**config.mk**
```make
export PLATFORM = sky130hd
export DESIGN_NAME = div_unit
export DESIGN_NICKNAME = d
export VERILOG_FILES = /design/src/rtl/div_unit_pkg.sv /design/src/rtl/div_unit_step.sv /design/src/rtl/div_unit.sv
export SDC_FILE = /design/constraint.sdc
export NUM_CORES = 1
export LEC_CHECK = 0
export BUFFER_PORTS_ARGS = -buffer_cell sky130_fd_sc_hd__buf_2
export CORE_MARGIN = 5
export CORE_UTILIZATION = 45
export CTS_BUF_LIST = sky130_fd_sc_hd__clkbuf_8 sky130_fd_sc_hd__clkbuf_16
export DETAILED_ROUTE_END_ITERATION = 16
export HOLD_SLACK_MARGIN = 0.12
export SYNTH_ARGS = -nofsm -noshare
export SYNTH_HDL_FRONTEND = slang
export SYNTH_SLANG_ARGS = --single-unit
```
**constraint.sdc**
```tcl
create_clock -name clk -period 7.46 [get_ports clk]
set_clock_uncertainty 0.15 [all_clocks]
set_input_delay 0.746 -clock clk [delete_from_list [all_inputs] [get_ports clk]]
set_output_delay 0.746 -clock clk [all_outputs]
set_load 0.01 [all_outputs]
```
**src/rtl/div_unit_pkg.sv**
```systemverilog
// Shared definitions for the iterative divider: data width, iteration count,
// FSM state encoding and sign helpers.
package div_unit_pkg;

    localparam int unsigned DIV_DATA_WIDTH = 32;
    localparam int unsigned DIV_CYCLES_DEF = 32;

    typedef enum logic [1:0] {
        IDLE   = 2'd0,
        DIVIDE = 2'd1,
        SIGN   = 2'd2,
        DONE   = 2'd3
    } div_state_t;

    // Magnitude of a two's-complement value; raw value for unsigned operations.
    function automatic logic [DIV_DATA_WIDTH-1:0] abs_if_signed(
        input logic [DIV_DATA_WIDTH-1:0] value,
        input logic                      is_signed
    );
        return (is_signed && value[DIV_DATA_WIDTH-1]) ? (~value + 1'b1) : value;
    endfunction

    function automatic logic [DIV_DATA_WIDTH-1:0] negate_if(
        input logic [DIV_DATA_WIDTH-1:0] value,
        input logic                      negate
    );
        return negate ? (~value + 1'b1) : value;
    endfunction

endpackage

```
**src/rtl/div_unit_step.sv**
```systemverilog
// One restoring-division step: trial-subtract the divisor from the shifted
// partial remainder and keep the difference when it does not go negative.
module div_step
    import div_unit_pkg::*;
#(
    parameter int unsigned DATA_WIDTH = DIV_DATA_WIDTH
) (
    input  logic [DATA_WIDTH:0]   partial_rem,
    input  logic [DATA_WIDTH-1:0] divisor,
    output logic [DATA_WIDTH-1:0] next_rem,
    output logic                  quot_bit
);

    logic [DATA_WIDTH:0] diff;

    // partial_rem < 2*divisor, so bit DATA_WIDTH of diff is a reliable borrow.
    always_comb begin
        diff     = partial_rem - {1'b0, divisor};
        quot_bit = ~diff[DATA_WIDTH];
        next_rem = quot_bit ? diff[DATA_WIDTH-1:0] : partial_rem[DATA_WIDTH-1:0];
    end

endmodule

```
**src/rtl/div_unit.sv**
```systemverilog
// Multi-cycle DIV/DIVU unit for the EX stage: one restoring step per cycle,
// sign correction in a final cycle, results held until the next completion.
module div_unit
    import div_unit_pkg::*;
#(
    parameter int unsigned DATA_WIDTH = DIV_DATA_WIDTH,
    parameter int unsigned DIV_CYCLES = DIV_CYCLES_DEF
) (
    input  logic                  clk,
    input  logic                  rst_n,
    input  logic                  start,
    input  logic                  is_signed,
    input  logic                  flush,
    input  logic [DATA_WIDTH-1:0] operand_1,
    input  logic [DATA_WIDTH-1:0] operand_2,
    output logic                  stall_req,
    output logic                  busy,
    output logic                  done,
    output logic [DATA_WIDTH-1:0] result_hi,
    output logic [DATA_WIDTH-1:0] result_lo
);

    localparam int unsigned CNT_W = $clog2(DIV_CYCLES);
    localparam logic [CNT_W-1:0] LAST_ITER = CNT_W'(DIV_CYCLES - 1);

    div_state_t            state;
    logic [CNT_W-1:0]      iter_cnt;
    logic [DATA_WIDTH-1:0] rem;
    logic [DATA_WIDTH-1:0] quot;
    logic [DATA_WIDTH-1:0] divisor_mag;
    logic                  quot_neg;
    logic                  rem_neg;

    logic [DATA_WIDTH-1:0] step_rem;
    logic                  step_bit;

    // The dividend is shifted out of quot's MSB as quotient bits shift in.
    div_step #(
        .DATA_WIDTH (DATA_WIDTH)
    ) u_div_step (
        .partial_rem (({rem, quot[DATA_WIDTH-1]})),
        .divisor     (divisor_mag),
        .next_rem    (step_rem),
        .quot_bit    (step_bit)
    );

    always_comb begin
        stall_req = rst_n &&
                    ((start && (state == IDLE) && !flush) ||
                     (state == DIVIDE) || (state == SIGN));
    end

    always_ff @(posedge clk or negedge rst_n) begin
        if (!rst_n) begin
            state       <= IDLE;
            iter_cnt    <= '0;
            rem         <= '0;
            quot        <= '0;
            divisor_mag <= '0;
            quot_neg    <= 1'b0;
            rem_neg     <= 1'b0;
            busy        <= 1'b0;
            done        <= 1'b0;
            result_hi   <= '0;
            result_lo   <= '0;
        end else if (flush) begin
            state <= IDLE;
            busy  <= 1'b0;
            done  <= 1'b0;
        end else begin
            case (state)
                IDLE: begin
                    done <= 1'b0;
                    if (start) begin
                        if (operand_2 == '0) begin
                            result_lo <= '1;
                            result_hi <= operand_1;
                            done      <= 1'b1;
                            state     <= DONE;
                        end else begin
                            rem         <= '0;
                            quot        <= abs_if_signed(operand_1, is_signed);
                            divisor_mag <= abs_if_signed(operand_2, is_signed);
                            quot_neg    <= (operand_1[DATA_WIDTH-1] ^ operand_2[DATA_WIDTH-1]) & is_signed;
                            rem_neg     <= operand_1[DATA_WIDTH-1] & is_signed;
                            iter_cnt    <= '0;
                            busy        <= 1'b1;
                            state       <= DIVIDE;
                        end
                    end
                end
                DIVIDE: begin
                    rem      <= step_rem;
                    quot     <= {quot[DATA_WIDTH-2:0], step_bit};
                    iter_cnt <= iter_cnt + 1'b1;
                    if (iter_cnt == LAST_ITER) begin
                        state <= SIGN;
                    end
                end
                SIGN: begin
                    result_lo <= negate_if(quot, quot_neg);
                    result_hi <= negate_if(rem, rem_neg);
                    busy      <= 1'b0;
                    done      <= 1'b1;
                    state     <= DONE;
                end
                DONE: begin
                    done  <= 1'b0;
                    state <= IDLE;
                end
                default: begin
                    busy  <= 1'b0;
                    done  <= 1'b0;
                    state <= IDLE;
                end
            endcase
        end
    end

endmodule

```
# Yosys cells after proc, flatten, opt, wreduce, memory -nomap -nowiden
# Cells that the tools add are included.
op_classes:
  add_sub_neg: 6
  n_eq_ne: 10
  reduce_logical: 19
  muxes: 33
  bitwise_logic: 10
op_table:
  columns: ["operator", "count"]
  rows:
  - ["32-bit 2-to-1 mux", 13]
  - ["32-bit one-hot mux with 2 select lines", 4]
  - ["32-bit by 1-bit adder with 32-bit output, second input constant", 4]
  - ["32-bit inverter", 4]
  - ["33-bit by 32-bit subtractor with 33-bit output", 1]
  - ["32-bit logical NOT", 1]
  - ["4-bit AND reduction", 3]
  - ["5-bit 2-to-1 mux", 2]
  - ["5-bit one-hot mux with 2 select lines", 1]
  - ["2-bit 2-to-1 mux", 4]
  - ["2-bit one-hot mux with 4 select lines", 1]
  - ["1-bit 2-to-1 mux", 6]
  - ["3-bit inequality test, second input constant", 2]
  - ["5-bit by 1-bit adder with 5-bit output, second input constant", 1]
  - ["5-bit equality test, second input constant", 1]
  - ["1-bit logical AND", 5]
  - ["2-bit equality test, second input constant", 2]
  - ["2-bit inequality test, second input constant", 2]
  - ["2-bit nonzero test", 2]
  - ["4-bit nonzero test", 1]
  - ["3-bit by 2-bit inequality test with 1-bit output, second input constant", 1]
  - ["1-bit inverter", 3]
  - ["1-bit one-hot mux with 3 select lines", 1]
  - ["3-bit AND reduction", 1]
  - ["10 further kinds", 12]
totals:
  reg_bits: 171
  wordCells: 89
  in_bits: 69
  out_inout_bits: 67

# Logic depth before layout (Yosys ltp)
# Gate-level depths: netlist of the first run.
logic_depth:
  word_depth: 6
  ltp_mapped: 14
  ltp_nobuf: 12

# Modules after synthesis
# Synthesis of the first run repeated with hierarchy kept, for this count alone.
unflattened:
  hier_cells: 1444
  area_unflattened_um2: 12199.2
by_module_without_submodules:
  columns: ["module", "n_inst", "cells_per_inst", "area_each_um2", "seq_area_each_um2"]
  rows:
  - ["div_unit", 1, 1133, 9943.3, 4279.1]
  - ["div_step", 1, 311, 2255.9, 0.0]

# Worst setup path after synthesis of the first run
# No wires, ideal clock.
synth_timing:
  kind: "input to register"
  from: "input port operand_2[26]"
  to: "register result_lo[10]"
  stages: 9
  t_required_ns: 7.189
  path_buffers: 1
  arrival_ns: 3.236
  slack_ns: 3.953
  setup_ns: 0.121
  path_cell_list: "or4_1 > or3_1 > or3_1 > nor3_2 > nand3_1 > a21oi_2 > nand2_1 > clkbuf_1 > o22a_1"
synth_via:
  elab_chain_len: 3
synth_rtl:
  columns: ["element", "line", "rtl"]
  rows:
  - ["start, declared", "div_unit.sv:15", "input logic [DATA_WIDTH-1:0] operand_2,"]
  - ["32-bit logical NOT", "div_unit.sv:75", "if (operand_2 == '0) begin"]
  - ["2-bit by 1-bit inequality test with 1-bit output (no line)", null, null]
  - ["4-bit AND reduction (no line)", null, null]
  - ["end signal, assigned", "div_unit.sv:101", "result_lo <= negate_if(quot, quot_neg);"]
  - ["end, declared", "div_unit.sv:20", "output logic [DATA_WIDTH-1:0] result_lo"]
# Every way passes these cells.
# A chain may end at the register's enable or synchronous reset.

# Final worst setup path of the first run
layout_timing:
  from: "input port operand_2[26]"
  to: "register rem[31]"
layout_via:
  elab_chain_len: 3
layout_rtl:
  columns: ["element", "line", "rtl"]
  rows:
  - ["32-bit logical NOT", "div_unit.sv:75", null]
  - ["2-bit inequality test (no line)", null, null]
  - ["4-bit AND reduction (no line)", null, null]
  - ["end signal, assigned", "div_unit.sv:93", "rem <= step_rem;"]
  - ["end, declared", "div_unit.sv:28", "logic [DATA_WIDTH-1:0] rem;"]
# Every way passes these cells.

==> metrics list, run 1 <==
- VDD IR-drop max: 0.148 mV
- The number of gates resized after CTS was 0.
* Count of standard-cell rows: 58
- Yosys mapped the design onto 68 distinct sky130hd cell types.
- TritonCTS built the clock tree.
* Instance area at placement: ~0.012 mm²
- On the critical path, the stage with the largest delay is an instance of sky130_fd_sc_hd__and2_2.
- Critical Setup Path Class: input pin to register
- The tightest min-delay check is of the input pin to asynchronous set/reset pin type.
- Grouping stages by cell kind, the critical path spends the most delay in simple AND/OR/NAND/NOR gates.
- Summing every instance area after synthesis gives 0.0115 mm².
* Global route total overflow: 0
* Deepest level of the CTS H-tree: 4
- Utilization after layout: 51.7%
- Max-Cap Viols: 0
- Unrepaired setup endpoints after global routing: false
- During synthesis, Yosys emitted a total of 0 warnings.
* Power density over the cells: 385 mW/mm²
* Detail-routed via count per cell: 5.53
* Non-filler cells in the finished layout: around 1,800
- Largest net degree at the start of global routing: 71
- Including well taps, the total number of placed cells is 1,781.
- Detailed placement finished with a half-perimeter wire length of 22,900 µm.
- Launching element of the worst setup path: operand_2[26]
* Number of iterations in the first detailed-routing pass: 5
- On the worst path, the slowest cell contributes a delay of ~0.76 ns.
- Hold Buf Count CTS: 0
* Data required time of the worst path: 7.58 ns
* Via total after detailed routing: 10,000
- Buffers inserted by post-CTS timing repair: 0
- Syn avg cell area: 8.35 µm²
- The via count of the first global-routing pass was between 9,000 and 10,000.
* Routability cong.: about 0.88
* Total global routing track utilization: 20.8%
- Number of CTS-inserted buffers: 17
- Number of enable flip-flop cells after synthesis: 0
- Post-layout instance area: 0.0130 mm²
- The floorplan step set the die height to 170 µm.
* Clock sink count: 171
* Reg clk slew, reported paths: around 0.07 ns
* Worst-case reg-to-reg path depth: 13
* Area of the placeable core: 0.0252 mm²
- STA classifies the critical path startpoint as an input pin.
- For this design the static power due to leakage is 5.71 nW.
- The endpoint identified for the worst register-to-register timing path is rem[31].
- Summing the sequential cell areas from Yosys gives 37.1% of the chip area.
* Synth-to-layout area growth: 12.8%
* Number of antenna violations at the first check in global routing: 0
* Cell count after synthesis: between 1,000 and 1,500
- Ant. Diodes: 0
- For this run, asynchronously set or reset flops after synthesis account for 100%.
- Once the floorplan was initialized, standard cells occupied 45.8% of the core.
- Average detailed-routed wire length per instance: 16.6 µm
- At the pin with the least slew margin, the transition time is 1.08 ns.
- For this run, design rule violations remaining after detail routing come to 0.
- Summing internal, switching and leakage power gives around 5 mW.
- Final setup vio count: 0
- Number of nets with antenna violations after detailed routing: 0
* Sum Neg Setup Slack: 0 ns
* First-pass GRT wire length: 49,700 µm
- Maximum clock path buffer count: 2
* Hold Fails Final Rpt: 0
- Buffer cell driving the clock tree root: sky130_fd_sc_hd__clkbuf_16
- When the netlist entered floorplanning its net count stood at approximately 1,500.
- Primary FF master, synth: sky130_fd_sc_hd__dfrtp_1
- Register-to-register setup slack: 3.01 ns
- Period minus WS final: 4.67 ns
- The die covers 0.0289 mm².
- Count of buffer and inverter cells on the critical path: 2
- CP max FO: 70
* Clock latency at the later pin of the worst-skew pair: 0.42 ns
- Flip-flop and latch count after synthesis: about 170
* Crit Reg-Reg Startpoint: quot[31]
* Cell occurring most often along the worst timing path: sky130_fd_sc_hd__or3_1
- Number of max-slew violations in the final report: 0
- In this run the horizontal extent of the chip is 170 µm.
- Worst max-slew margin expressed relative to the limit: 27.7%
- After detailed routing, the total wire length is 30,100 µm.
- Share of cells above drive strength 1: a little over an eighth
- Period utilization: 62.6%
* Layout net count: roughly 1,600
- The worst setup path is captured at a register.
* Port buffer count: 135
- Drt first-iter violations: between 600 and 700
- Run status: complete, no violations
- Sequence of cells on the critical path: buf_2 > or4_1 > or3_1 > or3_1 > nor3_2 > nand2b_2 > buf_4 > and2_2 > nor2_1 > nand2_1 > o221ai_1
- Based on the critical path, the design can be clocked at up to 214 MHz.
- Signal arrival time at the worst endpoint: about 4.8 ns
* Top-Level Pins: 136
power by group:
| group | leakage, nW | switching, mW | internal (mW) |
|---|---|---|---|
| clock network | 0.285 | 0.385 | 0.527 |
| logic | 3.34 | 1.44 | 1.02 |
| registers | 2.08 | 0.355 | 1.28 |
| total | 5.71 | 2.18 | 2.83 |
metal layers:
layer | vias to the layer above | part of all wire (%) | global-route usage (%)
met4 | 0 | 1.4 | 5.17
li1 | 5080 | - | -
met3 | 30 | 3.9 | 2.46
met5 | - | 0 | 0
met1 | 4671 | 50 | 30.4
met2 | 233 | 45 | 33.1
cells in the mapped netlist, drive strengths merged (3+ instances only):
library cell | n | area [µm²]
o31a | 3 | 26.3
clkbuf | 58 | 218
ha | 42 | 526
a21o | 7 | 52.6
o211ai | 8 | 60.1
o21ai | 175 | 876
nor2b | 8 | 50.1
a211oi | 4 | 30.0
or3 | 20 | 130
o22a | 32 | 280
nand2b | 12 | 82.6
a21oi | 115 | 579
dfrtp | 171 | 4280
xor2 | 69 | 604
o21a | 4 | 30.0
nand3 | 20 | 100
nor2 | 101 | 379
a31oi | 9 | 56.3
and2 | 10 | 62.6
o21bai | 5 | 37.5
buf | 17 | 81.3
nor3 | 16 | 85.1
and3 | 10 | 62.6
xnor2 | 79 | 692
inv | 61 | 229
nor4 | 9 | 56.3
mux2i | 26 | 260
or4 | 17 | 136
o41ai | 12 | 113
a221o | 4 | 40.0
nand4 | 4 | 25.0
o31ai | 32 | 254
nand2 | 181 | 679
a311oi | 4 | 35.0
a32oi | 7 | 61.3
flip-flops by register name, summed over array words and instances (netlist names):
register and count:
busy 1, divisor_mag 32, done 1, iter_cnt 5, quot 32, quot_neg 1, rem 32, rem_neg 1
result_hi 32, result_lo 32, state 2
logic make-up (layout without fill, tap and decap cells):
kind of cell / after synthesis / in the layout / share of synthesized area [%]
AO/OA/AOI/OAI: 440 / 440 / 23.4
buffers and inverters: 136 / 237 / 4.58
multiplexers: 27 / 27 / 2.35
XOR/XNOR: 148 / 148 / 11.2
adder cells (fa/ha/maj): 43 / 43 / 4.73
AND/OR/NAND/NOR: 416 / 416 / 16.6
flip-flops: 171 / 171 / 37.1
area by class of cell:
cell class | count | area, µm²
Inverter | 61 | 229
Timing Repair Buffer | 145 | 757
Clock buffer | 17 | 425
Tap cell | 330 | 413
Multi-Input combinational cell | 1074 | 6740
Clock inverter | 14 | 171
Fill cell | 2434 | 12200
Sequential cell | 171 | 4280
worst max path at each step:
| stage | endpoint | slack, ns | cells after the start |
|---|---|---|---|
| detailed placement | rem[19] | 2.35 | 11 |
| CTS | rem[14] | 2.78 | 10 |
| finish | rem[31] | 2.79 | 11 |
| global route | rem[19] | 2.43 | 11 |
| global placement | iter_cnt[3] | 2.44 | 12 |
| floorplan | result_lo[10] | 3.95 | 9 |
per-stage QoR:
| stage | setup WS, ns | hold slack [ns] |
|---|---|---|
| after detailed placement | 2.35 | 0.311 |
| after global routing | 2.43 | 0.193 |
| after global placement | 2.44 | 0.308 |
| final | 2.79 | 0.146 |
| after floorplan | 3.95 | 0.289 |
| after CTS | 2.78 | 0.170 |
placed cells by master (no fill, tap or decap), types with 7 or more instances in the layout:
master / count
sky130_fd_sc_hd__o211ai_1: 8
sky130_fd_sc_hd__a32oi_1: 7
sky130_fd_sc_hd__buf_2: 134
sky130_fd_sc_hd__a21oi_1: 114
sky130_fd_sc_hd__xor2_1: 69
sky130_fd_sc_hd__o31ai_1: 31
sky130_fd_sc_hd__o22a_1: 32
sky130_fd_sc_hd__nor4_1: 9
sky130_fd_sc_hd__o21ai_0: 170
sky130_fd_sc_hd__or4_1: 14
sky130_fd_sc_hd__o41ai_1: 11
sky130_fd_sc_hd__xnor2_1: 78
sky130_fd_sc_hd__and2_1: 9
sky130_fd_sc_hd__clkbuf_16: 17
sky130_fd_sc_hd__nor3_1: 15
sky130_fd_sc_hd__or3_1: 19
sky130_fd_sc_hd__a21o_1: 7
sky130_fd_sc_hd__inv_1: 61
sky130_fd_sc_hd__a31oi_1: 9
sky130_fd_sc_hd__and3_1: 10
sky130_fd_sc_hd__nand2_1: 181
sky130_fd_sc_hd__nor2_1: 101
sky130_fd_sc_hd__mux2i_1: 26
sky130_fd_sc_hd__dfrtp_1: 171
sky130_fd_sc_hd__buf_4: 10
sky130_fd_sc_hd__nand2b_1: 10
sky130_fd_sc_hd__nand3_1: 20
sky130_fd_sc_hd__ha_1: 41
sky130_fd_sc_hd__nor2b_1: 8
No activity file was read; power rests on OpenSTA's default activity.
==> run 2, diff against run 1 <==
- clock period: 7.46 -> 4.8 ns (I/O delays scaled with it)
==> run 2 against run 1 <==
Routed wire length is 0.29% lower. Cell count is 0.39% higher. Core utilization is 0.49 points higher. Final area is 0.95% higher. Register-to-register slack worse by 2.3 ns. Setup slack worse by 2.1 ns. Die area stayed put. Non-clock buffer count is 6 higher. Power is 59% higher. Global-route usage is 0.29 points higher. Critical path type is now register to register. Largest cell class unchanged.
==> metrics list, run 2 (synthesized netlist as in run 1, its figures left out) <==
- For hold timing, the worst endpoint is state[0].
* Class of the tightest hold or removal check: input pin to register
- The TritonCTS buffer count came to 17 (unchanged).
- The count of unresolved DRC violations after routing was 0 (unchanged).
- Fin Hold WS: 0.169 ns (+0.0226 ns)
* Slew of the pin with the lowest slew margin: 1.07 ns (-0.00975 ns)
- The total wirelength of the detailed-routed design was 30,000 µm (-0.29%).
- Number of nets with antenna violations after detailed routing: 0 (unchanged)
- Via total after detailed routing: 9,986 (-0.28%)
- The number of port buffers is 135 (unchanged).
- Full die area: 0.0289 mm² (unchanged)
- The relative slew slack came to 28.3% (+0.65 points).
* Unrepaired setup endpoints after global routing: false
* Number of iterations in the first detailed-routing pass: 5 (unchanged)
- The number of design-rule violations left by the first detailed-router iteration came to 645 (-3.7%).
* Share of cells above drive strength 1: 13.4% (+0.27 points)
* Average detailed-routed wire length per instance: 16.5 µm (-0.67%)
* Buffer cell driving the clock tree root: sky130_fd_sc_hd__clkbuf_16
- Derived from the worst setup path, the maximum achievable clock frequency is 244 MHz.
- Critical Setup Path Class: register to register
- Detail-routed via count per cell: 5.49 (-0.66%)
* Sum Neg Setup Slack: 0 ns (unchanged)
- The post-cts sizing count was 0 (unchanged).
* Hold Fails Final Rpt: 0 (unchanged)
- The estimated wirelength of the detail-placed design is 23,000 µm (+0.65%).
- The total power of the final layout came to 7.95 mW (+59%).
- The library cells used most frequently in the layout, excluding fill and tap cells, are sky130_fd_sc_hd__nand2_1 (181), sky130_fd_sc_hd__dfrtp_1 (171), sky130_fd_sc_hd__o21ai_0 (170), sky130_fd_sc_hd__buf_2 (134), sky130_fd_sc_hd__a21oi_1 (114).
- The final critical path takes up between 80% and 90% of the cycle.
- The worst endpoint data arrival time was 4.26 ns (-0.53 ns).
- Worst-case reg-to-reg path depth: 13 (unchanged)
- Routability cong.: 0.888 (+0.70%)
* Launching element of the worst setup path: quot[31]
- The all-layer global routing usage was 21.1% (+0.29 points).
- The run finished with clean final reports.
- Number of max-slew violations in the final report: 0 (unchanged)
* Largest net degree at the start of global routing: 64 (-9.9%)
* CP max FO: 6 (-91%)
- The clock-pin slew of the registers on the worst-case setup and hold paths was 0.07 ns (about the same).
- VDD IR-drop max: 0.231 mV (+56%)
- Die height: 170 µm (unchanged)
- Number of antenna violations at the first check in global routing: 0 (unchanged)
- Vias in the first global route: 9,697 (+1.8%)
- Hold Startpoint: flush
- Global route total overflow: 0 (unchanged)
- Leakage Power: 5.78 nW (+1.2%)
- The core box area is 0.0252 mm² (unchanged).
* Top-Level Pins: 136 (unchanged)
- Horizontal die dimension: 170 µm (unchanged)
* CTS tree: yes
- Maximum clock path buffer count: 2 (unchanged)
* Register-to-register setup slack: 0.71 ns (-2.30 ns)
- The power density over the cells is 605 mW/mm² (+57%).
- Clock sink count: 171 (unchanged)
- The worst hold path was traced through 2 stages.
- The final setup violation count was 0 (unchanged).
- Count of standard-cell rows: 58 (unchanged)
* Initial standard-cell utilization of the core: 45.8% (unchanged)
- Utilization after layout: 52.2% (+0.49 points)
- The worst register-to-register path ends at rem[0].
* Kind of end point of the critical path: register
- Layout net count: 1,588 (+0.38%)
* Deepest level of the CTS H-tree: 4 (unchanged)
- The number of diodes is 0 (unchanged).
* Most common cell after layout, fill and taps aside: sky130_fd_sc_hd__nand2_1
* Max-Cap Viols: 0 (unchanged)
- The first-pass GRT wire length was 50,300 µm (+1.2%).
- Synth-to-layout area growth: 13.9%
* Data required time of the worst path: 4.96 ns (-2.62 ns)
* Period minus WS final: 4.09 ns
- Clock latency at the later pin of the worst-skew pair: 0.43 ns (about the same)
- CP Launch Type: register
- Crit Reg-Reg Startpoint: quot[31]
==> run 2: what timing repair did <==
item | in CTS | in global routing
endpoints found under the hold margin | 54 | 0
buffers inserted | 0 | 0
hold buffers | 1 | 0
==> run 2: final cells by class <==
class                           instances  area [µm²]
Clock inverter                         15         235
Fill cell                            2401       12000
Timing Repair Buffer                  151         817
Clock buffer                           17         425
Tap cell                              330         413
Sequential cell                       171        4280
Multi-Input combinational cell       1074        6740
Inverter                               61         229
==> run 2: report_power, final <==
part	total (mW)	leakage (nW)	switching (mW)	internal (mW)
clock	1.56	0.326	0.628	0.937
combinational	3.83	3.37	2.21	1.62
sequential	2.56	2.08	0.566	1.99
==> run 2: per-layer routing <==
| metal | global-route usage [%] | share of wire, % | vias to the layer above |
|---|---|---|---|
| li1 | - | - | 5096 |
| met1 | 30.1 | 49 | 4606 |
| met2 | 33.8 | 45 | 235 |
| met3 | 2.51 | 4.2 | 49 |
| met4 | 6.53 | 2.1 | 0 |
| met5 | 0 | 0 | - |
==> run 2: worst max-delay path, cell delays in order (launching register included) <==
cell                       delay (ns)
sky130_fd_sc_hd__dfrtp_1         0.39
sky130_fd_sc_hd__inv_1           0.10
sky130_fd_sc_hd__ha_1            0.23
sky130_fd_sc_hd__fa_1            0.40
sky130_fd_sc_hd__nand2b_1        0.18
sky130_fd_sc_hd__a21oi_1         0.24
sky130_fd_sc_hd__o211ai_1        0.22
sky130_fd_sc_hd__o22ai_1         0.30
sky130_fd_sc_hd__nor4b_1         0.53
sky130_fd_sc_hd__a21oi_1         0.24
sky130_fd_sc_hd__xor2_1          0.45
sky130_fd_sc_hd__buf_4           0.23
sky130_fd_sc_hd__nand2_1         0.05
sky130_fd_sc_hd__a32o_1          0.24
==> run 2: per-stage QoR <==
step / std cells / setup WS, ns / instance area, µm²
6_report: 1819 / 0.705 / 13100
5_1_grt: 1819 / 0.363 / 13100
4_1_cts: 1819 / 0.725 / 13100
3_5_place_dp: 1786 / 0.772 / 12500
3_3_place_gp: 1786 / 0.844 / 12500
2_1_floorplan: 1381 / 1.31 / 11500
==> run 2: how the worst max path moves through the flow <==
stage              end  cells past startpoint
6_report        rem[0]                     13
2_1_floorplan  rem[14]                     13
3_3_place_gp    rem[1]                     13
3_5_place_dp    rem[1]                     13
5_1_grt         rem[1]                     13
4_1_cts         rem[1]                     13
